<file path="src/rtl/sync_fifo_ctrl.sv">
// Single-clock FIFO with programmable thresholds, occupancy,
// sticky error flags and optional first-word-fall-through read.
//
// Ports:
//   clk, rst_n        clock, async active-low reset
//   wr_en, din        write request and data
//   rd_en             read request (FWFT: pop head)
//   dout, dout_valid  read data and its qualifier
//   full, empty       occupancy == DEPTH / == 0
//   almost_full       count >= AF_LEVEL
//   almost_empty      count <= AE_LEVEL
//   count             occupancy 0..DEPTH
//   overflow          sticky: a write was rejected
//   underflow         sticky: a read was rejected
//   clr_err           synchronous clear of both error flags
module sync_fifo_ctrl #(
  parameter int DATA_WIDTH = 8,
  parameter int DEPTH      = 16,
  parameter int AF_LEVEL   = 12,
  parameter int AE_LEVEL   = 2,
  parameter int FWFT       = 0
) (
  input  logic                       clk,
  input  logic                       rst_n,
  input  logic                       wr_en,
  input  logic [DATA_WIDTH-1:0]      din,
  input  logic                       rd_en,
  output logic [DATA_WIDTH-1:0]      dout,
  output logic                       dout_valid,
  output logic                       full,
  output logic                       empty,
  output logic                       almost_full,
  output logic                       almost_empty,
  output logic [$clog2(DEPTH+1)-1:0] count,
  output logic                       overflow,
  output logic                       underflow,
  input  logic                       clr_err
);

  localparam int AW = $clog2(DEPTH);
  localparam int CW = $clog2(DEPTH+1);

  logic [DATA_WIDTH-1:0] mem [DEPTH];

  logic [AW-1:0] wr_ptr_q, wr_ptr_d;
  logic [AW-1:0] rd_ptr_q, rd_ptr_d;
  logic [CW-1:0] count_q, count_d;
  logic          ovf_q, ovf_d;
  logic          unf_q, unf_d;
  logic          rd_acc, wr_acc;

  assign empty        = (count_q == '0);
  assign full         = (count_q == CW'(DEPTH));
  assign almost_full  = (count_q >= CW'(AF_LEVEL));
  assign almost_empty = (count_q <= CW'(AE_LEVEL));
  assign count        = count_q;
  assign overflow     = ovf_q;
  assign underflow    = unf_q;

  // A full FIFO still takes a write when a read frees a slot
  assign rd_acc = rd_en & ~empty;
  assign wr_acc = wr_en & (~full | rd_acc);

  always_comb begin
    wr_ptr_d = wr_acc ? wr_ptr_q + AW'(1) : wr_ptr_q;
    rd_ptr_d = rd_acc ? rd_ptr_q + AW'(1) : rd_ptr_q;
    count_d  = count_q;
    unique case (1'b1)
      wr_acc & ~rd_acc: count_d = count_q + CW'(1);
      rd_acc & ~wr_acc: count_d = count_q - CW'(1);
      default:          count_d = count_q;
    endcase
    // A new error outranks a clear in the same cycle
    ovf_d = (ovf_q & ~clr_err) | (wr_en & ~wr_acc);
    unf_d = (unf_q & ~clr_err) | (rd_en & ~rd_acc);
  end

  always_ff @(posedge clk or negedge rst_n) begin
    if (!rst_n) begin
      wr_ptr_q <= '0;
      rd_ptr_q <= '0;
      count_q  <= '0;
      ovf_q    <= 1'b0;
      unf_q    <= 1'b0;
    end else begin
      wr_ptr_q <= wr_ptr_d;
      rd_ptr_q <= rd_ptr_d;
      count_q  <= count_d;
      ovf_q    <= ovf_d;
      unf_q    <= unf_d;
    end
  end

  always_ff @(posedge clk) begin
    if (wr_acc) mem[wr_ptr_q] <= din;
  end

  if (FWFT != 0) begin : g_fwft
    // Head word is presented directly from storage
    assign dout       = mem[rd_ptr_q];
    assign dout_valid = ~empty;
  end else begin : g_std
    logic [DATA_WIDTH-1:0] dout_q;
    logic                  dvalid_q;

    always_ff @(posedge clk or negedge rst_n) begin
      if (!rst_n) begin
        dout_q   <= '0;
        dvalid_q <= 1'b0;
      end else begin
        dvalid_q <= rd_acc;
        if (rd_acc) dout_q <= mem[rd_ptr_q];
      end
    end

    assign dout       = dout_q;
    assign dout_valid = dvalid_q;
  end

endmodule

</file>
<file path="config.mk">
export PLATFORM = sky130hd
export DESIGN_NAME = sync_fifo_ctrl
export DESIGN_NICKNAME = d
export VERILOG_FILES = /design/src/rtl/sync_fifo_ctrl.sv
export SDC_FILE = /design/constraint.sdc
export NUM_CORES = 1
export LEC_CHECK = 0
export ABC_AREA = 1
export ABC_CLOCK_PERIOD_IN_PS = 2600
export BUFFER_PORTS_ARGS = -buffer_cell sky130_fd_sc_hd__buf_2
export CORE_MARGIN = 2
export CORE_UTILIZATION = 45
export DETAILED_ROUTE_END_ITERATION = 10
export GPL_ROUTABILITY_DRIVEN = 0
export PLACE_DENSITY_LB_ADDON = 0.1
export SLEW_MARGIN = 20
export SYNTH_ARGS = -nofsm -noshare
export SYNTH_HDL_FRONTEND = slang
export SYNTH_SLANG_ARGS = --single-unit
</file>
<file path="constraint.sdc">
create_clock -name clk -period 2.6 [get_ports clk]
set_clock_uncertainty 0.2 [all_clocks]
set_input_delay 0.13 -clock clk [delete_from_list [all_inputs] [get_ports clk]]
set_output_delay 0.13 -clock clk [all_outputs]
set_load 0.02 [all_outputs]
</file>
==> metrics.cfg <==
[yosys]
ys_types=28
synth_top_cell_area_share_pct=56.9
synth-edff-count=128
async_flop_share_pct=15.8
seq_area_frac_synth_pct=65.8
syn-cell-area_sq_mm=0.00675
syn-num-nets=669
yosysTopAreaCell=edfxtp_1
ys_ff_latch=152
synthCells=647
yosys-top-cells-area=edfxtp_1 57%, nand2_1 12%, dfrtp_1 8.9%
synth.avg_cell_area_sq_um=10.4
ys.flop_type=edfxtp_1
ys_warn_count=0

[die]
design.core.area_sq_mm=0.0146
io_pins=33
rows=44
die_h_um=127
die_x_um=127
die-area_sq_mm=0.0160
initial_core_util_pct=46.3

[final_layout]
num_antenna_cells=0
mostFrequentLayoutCells=218 x nand2_1, 128 x edfxtp_1, 89 x inv_1
fin_util_pct=53.8
mostFrequentLayoutCell=nand2_1
area_growth_pct=16.3
drive_above_1_share_pct=14.3
nets=729
fillCellCount=1279
fin_area_sq_mm=0.00785

[global_routing]
grt_usage_pct=20.1
grt_max_degree=35
grt_first_pass_wirelength_um=24000
overflow=0
antenna_found_initial=0
grt_pass1_vias=4440

[setup_path]
required_ns=2.73
crit_path_max_incr_delay_ns=0.46
crit_buf_inv=3
worstSetupStartpointType=flip-flop
cp-end-kind=flip-flop
reg2reg_depth=13
cp_top_family=simple AND/OR/NAND/NOR gates
cp.depth=13
rr_endpoint=count[4]
worstSetupPathType=flip-flop to flip-flop
path_cells=nor2_2 > nand3_2 > nand2_2 > inv_2 > nand2_4 > inv_1 > ha_1 > a21oi_1 > nand3_1 > nand2_1 > nand3_1 > nand2_1 > inv_1
r2r_start=count[1]
crit_arrival_ns=2.50
crit_path_max_fanout=14
critPathSlowestCell=dfrtp_1
ff2ff_setup_slack_ns=0.24

[drt]
avgRoutedWirePerCell_um=16.7
routed_wl_um=15100
drt-initial-drc-count=403
antenna_left=0
vias_per_cell=5.01
vias=4528
drc_errors=0
first_pass_iters=7

[cts]
ctsResizeCount=0
cts.htree.levels=4
clock_sinks=152
cts_tree=built
cts_buffers=17
clkTransAtPathRegs_ns=0.07
cts-root-buf=clkbuf_16
clock_path_buffers=2
clkLatencyLatePin_ns=0.43

[sta]
fmax_mhz=423
hold_slack_ns=0.0120
worst_pin_slew_ns=0.638
period_minus_slack_ns=2.36
slew_headroom_pct=57.4
fin_tns_setup_ns=0
post-route-period-util_pct=90.9
final_max_slew_viol_count=0
rsz0062_at_grt=false
hold_violations=0
setup_viol=0
finalWorstSetupSlack_ns=0.237

[power]
leakage_uw=0.00347
pwr_density_cell_mw_per_mm2=1100
peakVddDrop_mv=0.581

[placement]
pre_cts_slack_ns=0.243
place_hpwl_um=9630
postPlaceCellArea_sq_mm=0.00714
io_buffers=32

[job]
maxCapViolCount=0

[min_path]
hp-class=input pin to asynchronous set/reset pin

[status]
status=finished clean

[worst register-to-register path: cells and delay by family, from the launching register on]
kind | cells | cell delay (ns)
compound gates | 1 | 0.23
simple gates | 8 | 0.83
flops | 1 | 0.46
buf+inv | 3 | 0.23
fa+ha+maj | 1 | 0.32
[cell type report]
class / count / area, sq um / area share, %
flip-flops and latches: 152 / 4450 / 56.6
multi-input cells: 372 / 1750 / 22.3
repair buffers: 68 / 475 / 6.05
clock buffers: 20 / 437 / 5.56
inverters: 96 / 360 / 4.59
well taps: 184 / 230 / 2.93
clock inverters: 12 / 151 / 1.93
[state kept, by name, summed over array words and instances, names as in the netlist]
name	cells
dout_valid	1
rd_ptr_q	4
wr_ptr_q	4
dout	8
underflow	1
count	5
mem	128
overflow	1
[per-layer routing]
metal,global-route usage [%],share of wire [%]
met1,28.3,47
met2,30.8,46
met3,4.51,4.8
met4,7.18,1.9
met5,0,0
[cell families (layout without fill, tap and decap cells)]
family,count (synthesis),count (layout),share of synthesized area (%)
xor+xnor,8,8,1.15
fa+ha+maj,9,9,1.78
compound gates,20,20,1.87
flops,152,152,65.8
buf+inv,123,196,8.21
simple gates,335,335,21.2
[per-stage QoR]
| stage | std cells | power (uW) |
|---|---|---|
| finish | 904 | 8670 |
| global route | 904 | 9210 |
| CTS | 904 | 8730 |
| detailed placement | 859 | 6230 |
| global placement | 859 | 6190 |
| floorplan | 647 | 5380 |
[Yosys cell counts (3+ instances only)]
library cell  instances
inv_1                89
nand2_1             218
o21ai_0               3
nand3_1              86
o211ai_1              8
xor2_1                7
buf_2                14
edfxtp_1            128
nand3_2               4
nand2_4               3
a21oi_1               3
buf_6                 9
dfrtp_1              24
nand2_2               3
nor2_1               17
o21ai_1               3
ha_1                  8
inv_2                 5
[power breakdown]
| group | internal (uW) | leakage [uW] | total (uW) | switching (uW) |
|---|---|---|---|---|
| Clock | 1500 | 0.000274 | 2470 | 966 |
| Sequential | 3010 | 0.00145 | 3260 | 246 |
| Combinational | 924 | 0.00174 | 2940 | 2020 |
[worst max path at each step]
| stage | from | slack [ns] | end |
|---|---|---|---|
| floorplan | count[1] | 0.37 | count[4] |
| CTS | count[1] | 0.24 | count[4] |
| global route | count[1] | 0.12 | count[4] |
| global placement | count[0] | 0.30 | count[4] |
| detailed placement | count[1] | 0.24 | count[4] |
| finish | count[1] | 0.24 | count[4] |
[timing repair]
| item | 4_1_cts | 5_1_grt |
|---|---|---|
| hold buffers | 13 | 0 |
| buffers inserted | 0 | 0 |
| endpoints found under the setup margin | 0 | 0 |
| hold endpoints to repair | 174 | 0 |
Power figures use the tool's default switching activity.
